==> src/rtl/multicycle_control.sv <==
// Multi-cycle MIPS sequencing controller.
// Moore FSM that walks each instruction through fetch, decode, execute,
// memory and write-back, stalling on the shared memory ready handshake.
// Outputs are a combinational decode of the current state (plus mem_ready
// in the memory-wait states) and are all held at 0 while rst_n is low.
module multicycle_control (
    input  logic       clk,
    input  logic       rst_n,
    input  logic [5:0] opcode,
    input  logic       mem_ready,
    output logic       PCWrite,
    output logic       PCWriteCond,
    output logic       IorD,
    output logic       MemRead,
    output logic       MemWrite,
    output logic       IRWrite,
    output logic       MemtoReg,
    output logic       RegDst,
    output logic       RegWrite,
    output logic       ALUSrcA,
    output logic [1:0] ALUSrcB,
    output logic [1:0] ALUOp,
    output logic [1:0] PCSource,
    output logic       zext_imm,
    output logic       instr_done,
    output logic       trap,
    output logic [3:0] state
);

    localparam logic [3:0] S_FETCH     = 4'd0;
    localparam logic [3:0] S_DECODE    = 4'd1;
    localparam logic [3:0] S_MEM_ADDR  = 4'd2;
    localparam logic [3:0] S_MEM_READ  = 4'd3;
    localparam logic [3:0] S_MEM_WB    = 4'd4;
    localparam logic [3:0] S_MEM_WRITE = 4'd5;
    localparam logic [3:0] S_R_EXEC    = 4'd6;
    localparam logic [3:0] S_R_WB      = 4'd7;
    localparam logic [3:0] S_BRANCH    = 4'd8;
    localparam logic [3:0] S_JUMP      = 4'd9;
    localparam logic [3:0] S_I_EXEC    = 4'd10;
    localparam logic [3:0] S_I_WB      = 4'd11;
    localparam logic [3:0] S_TRAP      = 4'd12;

    localparam logic [5:0] OP_RTYPE = 6'b000000;
    localparam logic [5:0] OP_LW    = 6'b100011;
    localparam logic [5:0] OP_SW    = 6'b101011;
    localparam logic [5:0] OP_BEQ   = 6'b000100;
    localparam logic [5:0] OP_J     = 6'b000010;
    localparam logic [5:0] OP_ADDI  = 6'b001000;
    localparam logic [5:0] OP_ANDI  = 6'b001100;

    logic [3:0] state_q;
    logic [3:0] state_d;
    logic [5:0] op_q;

    // State register and opcode capture; op_q freezes the opcode at DECODE
    // so later IR changes cannot redirect the instruction in flight.
    always_ff @(posedge clk) begin
        // NOTE: sequential state uses non-blocking assignments so every
        // register samples the pre-edge values regardless of statement order.
        if (!rst_n) begin
            state_q <= S_FETCH;
            op_q    <= '0;
        end else begin
            state_q <= state_d;
            if (state_q == S_DECODE) begin
                op_q <= opcode;
            end
        end
    end

    // Next-state selection; only the three memory states wait on mem_ready.
    always_comb begin
        state_d = state_q;
        case (state_q)
            S_FETCH:     state_d = mem_ready ? S_DECODE : S_FETCH;
            S_DECODE: begin
                case (opcode)
                    OP_RTYPE:       state_d = S_R_EXEC;
                    OP_LW, OP_SW:   state_d = S_MEM_ADDR;
                    OP_BEQ:         state_d = S_BRANCH;
                    OP_J:           state_d = S_JUMP;
                    OP_ADDI,
                    OP_ANDI:        state_d = S_I_EXEC;
                    default:        state_d = S_TRAP;
                endcase
            end
            S_MEM_ADDR:  state_d = (op_q == OP_LW) ? S_MEM_READ : S_MEM_WRITE;
            S_MEM_READ:  state_d = mem_ready ? S_MEM_WB : S_MEM_READ;
            S_MEM_WB:    state_d = S_FETCH;
            S_MEM_WRITE: state_d = mem_ready ? S_FETCH : S_MEM_WRITE;
            S_R_EXEC:    state_d = S_R_WB;
            S_R_WB:      state_d = S_FETCH;
            S_BRANCH:    state_d = S_FETCH;
            S_JUMP:      state_d = S_FETCH;
            S_I_EXEC:    state_d = S_I_WB;
            S_I_WB:      state_d = S_FETCH;
            S_TRAP:      state_d = S_TRAP;
            default:     state_d = S_TRAP;
        endcase
    end

    // Control decode; everything is quiet during reset and in unlisted states.
    always_comb begin
        // NOTE: every output is defaulted up front so no path through the
        // case statement can leave a latch behind.
        PCWrite     = 1'b0;
        PCWriteCond = 1'b0;
        IorD        = 1'b0;
        MemRead     = 1'b0;
        MemWrite    = 1'b0;
        IRWrite     = 1'b0;
        MemtoReg    = 1'b0;
        RegDst      = 1'b0;
        RegWrite    = 1'b0;
        ALUSrcA     = 1'b0;
        ALUSrcB     = 2'b00;
        ALUOp       = 2'b00;
        PCSource    = 2'b00;
        zext_imm    = 1'b0;
        instr_done  = 1'b0;
        trap        = 1'b0;
        if (rst_n) begin
            case (state_q)
                S_FETCH: begin
                    MemRead = 1'b1;
                    ALUSrcB = 2'b01;
                    IRWrite = mem_ready;
                    PCWrite = mem_ready;
                end
                S_DECODE: begin
                    ALUSrcB = 2'b11;
                end
                S_MEM_ADDR: begin
                    ALUSrcA = 1'b1;
                    ALUSrcB = 2'b10;
                end
                S_MEM_READ: begin
                    MemRead = 1'b1;
                    IorD    = 1'b1;
                end
                S_MEM_WB: begin
                    RegWrite   = 1'b1;
                    MemtoReg   = 1'b1;
                    instr_done = 1'b1;
                end
                S_MEM_WRITE: begin
                    MemWrite   = 1'b1;
                    IorD       = 1'b1;
                    instr_done = mem_ready;
                end
                S_R_EXEC: begin
                    ALUSrcA = 1'b1;
                    ALUOp   = 2'b10;
                end
                S_R_WB: begin
                    RegWrite   = 1'b1;
                    RegDst     = 1'b1;
                    instr_done = 1'b1;
                end
                S_BRANCH: begin
                    ALUSrcA     = 1'b1;
                    ALUOp       = 2'b01;
                    PCWriteCond = 1'b1;
                    PCSource    = 2'b01;
                    instr_done  = 1'b1;
                end
                S_JUMP: begin
                    PCWrite    = 1'b1;
                    PCSource   = 2'b10;
                    instr_done = 1'b1;
                end
                S_I_EXEC: begin
                    ALUSrcA  = 1'b1;
                    ALUSrcB  = 2'b10;
                    ALUOp    = (op_q == OP_ANDI) ? 2'b11 : 2'b00;
                    zext_imm = (op_q == OP_ANDI);
                end
                S_I_WB: begin
                    RegWrite   = 1'b1;
                    zext_imm   = (op_q == OP_ANDI);
                    instr_done = 1'b1;
                end
                S_TRAP: begin
                    trap = 1'b1;
                end
                default: ;
            endcase
        end
    end

    assign state = rst_n ? state_q : S_FETCH;

endmodule
==> config.mk <==
export PLATFORM = sky130hd
export DESIGN_NAME = multicycle_control
export DESIGN_NICKNAME = d
export VERILOG_FILES = /design/src/rtl/multicycle_control.sv
export SDC_FILE = /design/constraint.sdc
export NUM_CORES = 1
export LEC_CHECK = 0
export BUFFER_PORTS_ARGS = -buffer_cell sky130_fd_sc_hd__buf_4
export CAP_MARGIN = 5
export CORE_MARGIN = 2
export CORE_UTILIZATION = 35
export CTS_CLUSTER_DIAMETER = 60
export DETAILED_ROUTE_END_ITERATION = 10
export SYNTH_ARGS = -nofsm -noshare
export SYNTH_HDL_FRONTEND = slang
export SYNTH_SLANG_ARGS = --single-unit
==> constraint.sdc <==
create_clock -name clk -period 1.41 [get_ports clk]
set_input_delay 0.141 -clock clk [delete_from_list [all_inputs] [get_ports clk]]
set_output_delay 0.141 -clock clk [all_outputs]
set_load 0.01 [all_outputs]
==> impl_results.md <==
- Worst setup path start: op_q[0]
- Max Freq: 596 MHz
- Most frequent cells in the layout: buf_4 (48), nand2_1 (18), buf_6 (15)
- Cts bufs inserted: 3
- # diodes: 0
- 1st-iter DRT viols: 30
- DR DRC count: 0
- Hold Buf Count CTS: 0
- Worst hold path type: in2reg
- Non-Filler Instances: 216
- Die outline height: around 55 µm
- First-pass GRT wire length: 4890 µm
- GPL Wtd Cong: 0.855
- Routed via count: 1170
- WL per Instance: around 14 µm
- FF-to-FF Start: state_q[1]
- Switch Pwr: 0.337 mW
- Final Power: 1.02 mW
- Commonest non-fill, non-tap cell in the layout: buf_4
- H-tree Lvls: 1
- Synthesized area per cell: 7.22 µm²
- Critical-path top delay cell: dfxtp_2
- RSZ-0062 raised after global routing: true
- # setup viols final: 18
- Min Tclk post-route: 1.68 ns
- Die width: between 50 and 60 µm
- CP cell instances: nor4_2 -> nand3_1 -> buf_4 -> nor4b_4 -> buf_4
- WS Path Type: reg2out
- Internal: between 0.6 and 0.7 mW
- Number of cells produced by synthesis: about 130
- Final Instance Area: 1700 µm²
- Max-slew violations: 0
- Relative slew slack: 0.818
- Placed cell areas: 1270 µm²
- Synth Register Bits: 10
- Max cap viols: 0
- Critical Path RT: 1.27 ns
- TritonCTS clock tree: yes
- Final #Nets: 196
- Combinational power share: 0.427
- CP dominant cell by count: buf_4
- Seq/Total Area, Yosys: 0.217
- Worst path top cell family by delay: simple AND/OR/NAND/NOR gates
- Number of routed nets with antenna violations: 0
- Dominant register cell in the synthesized netlist: dfxtp_1
- Number of global-route vias before repair: 1118
- Flop pwr share: 0.318
- Syn Std Cell Area: between 900 and 1000 µm²
- Distinct cells, synth: between 40 and 50
- Clk sink count: 10
- Clock root cell: clkbuf_4
- Crit Path Max Fanout: 3
- Initial antenna violation count: 0
- Post-synth EDFFs: 0
- IO buf count: 31
- Total negative slack: -1.44 ns
- Pwr dens: 599 nW/µm²
- CP endpoint kind: output port
- Total gr overflow: 0
- Core area: 2500 µm²
- Critical Path AT: 1.54 ns
- Layout area overhead: 83.6%
- Failing checks: setup timing
- Yosys warns: 0
- Worst VDD drop: around 0.00057 V
- Sw frac: 0.332
- All-Layer GR Usage: 0.192
- Async set-reset flop share out of synthesis: 0
- Cells after DPL: 196
- HPWL Detailed: 2020 µm
- CP bufs+invs: 2
- Reg clk slew, reported paths: 0.07 ns
- Ports: 32
- Status: finished, violations left
- Synth top area share: 0.217
- Final core utilization: 0.679
- Initial Util: 0.370
- Vias per cell: 5.42
- Final hold violation count: 0
- Largest net degree at the start of global routing: 22
- FP Rows: 18
- Clk_skew: around 0.0018 ns
- Clk Latency, worst-skew pair: 0.27 ns
- Setup crit start kind: flop
- Drt pass-1 iters: 5
- Slowest stage delay, CP: 0.32 ns
- Hold Path Origin: opcode[1]
- Clock buffer depth: 2
- Worst setup margin: -0.267 ns
- P_leak: 0.739 nW
- Drt total wl: 3090 µm
- Syn_nets: about 140
- Fraction of layout cells with a size suffix above 1: 0.597
- Post-synth top area cell: dfxtp_1
- Part of the cycle the worst path needs: 1.19
- Synth area leaders: dfxtp_1 (22%), nand2_1 (8.5%), nor3_1 (5.4%)
- Clock Power Share: 0.255
- Die Area: 3070 µm²
- Slew @ Worst Pin: about 0.27 ns
[synth_stat cells, types with 2 or more instances]
cell type	n
nand4_1	2
buf_4	3
and3_1	4
nor4_1	4
nor3_1	10
clkbuf_1	2
o21ai_1	4
buf_2	4
nand2b_1	4
and2_1	3
inv_1	2
nand3_1	5
nor2b_1	4
a21boi_1	6
dfxtp_1	10
o21ai_0	3
nand2_1	21
a21oi_1	5
nor2_1	8
[power by group through the flow]
| stage | combinational (mW) | sequential (mW) | clock, mW |
|---|---|---|---|
| 5_1_grt | 0.466 | 0.326 | 0.279 |
| 6_report | 0.434 | 0.323 | 0.259 |
| 2_1_floorplan | 0.182 | 0.317 | 0 |
| 3_3_place_gp | 0.293 | 0.329 | 0 |
| 4_1_cts | 0.378 | 0.322 | 0.259 |
| 3_5_place_dp | 0.295 | 0.330 | 0 |
[worst register-to-register path: stages (launching register included)]
cell and delay, ns:
dfxtp_4 0.37, buf_6 0.12, and2b_2 0.25, buf_6 0.12, nand4_1 0.14, a31o_1 0.25
a21oi_1 0.11
[metrics by stage]
| step | hold WS [ns] | worst slack, ns |
|---|---|---|
| 6_report | 0.154 | -0.267 |
| 5_1_grt | 0.169 | -0.362 |
| 4_1_cts | 0.159 | -0.298 |
| 3_5_place_dp | 0.437 | -0.0389 |
| 3_3_place_gp | 0.432 | -0.0357 |
| 2_1_floorplan | 0.276 | 0.0593 |
[cells by family (layout without fill, tap and decap cells)]
| family | after synthesis | count (layout) | synth area share |
|---|---|---|---|
| DFF | 10 | 10 | 0.217 |
| and+or+nand+nor | 76 | 76 | 0.465 |
| buffers and inverters | 13 | 71 | 0.0785 |
| xor gates and xnor gates | 1 | 1 | 0.00947 |
| AOI/OAI and AO/OA | 28 | 28 | 0.230 |
[per-layer routing]
layer	GRT usage	wire length (µm)	vias up
met5	0	0	-
met4	0.0767	30	0
met3	0.0328	163	4
met2	0.347	1600	46
met1	0.222	1290	544
li1	-	-	576
[path summary, 6_finish.rpt]
path	to	slack (ns)	depth (start not counted)
worst min register to register	op_q[1]	0.49	2
worst max-delay path	zext_imm	-0.27	5
worst max register to register	state_q[0]	0	6
worst min-delay path	op_q[1]	0.15	3
[final cells by class]
| cell class | instances | area (µm²) |
|---|---|---|
| inverter | 3 | 13.8 |
| sequential | 10 | 216 |
| timing repair buffer | 64 | 544 |
| tap | 30 | 37.5 |
| fill | 192 | 802 |
| clock buffer | 4 | 36.3 |
| multi-input combinational | 105 | 850 |
[what timing repair did]
item                       in CTS  in global routing
pin swaps                       9                 13
setup endpoints to repair      20                 23
setup buffers                  10                  6
gates resized for setup        45                 23
[registers in the layout (all words and copies together), names as in the netlist]
register  count
state_q       4
op_q          6
Note: power is estimated with default switching activity, not from simulation.
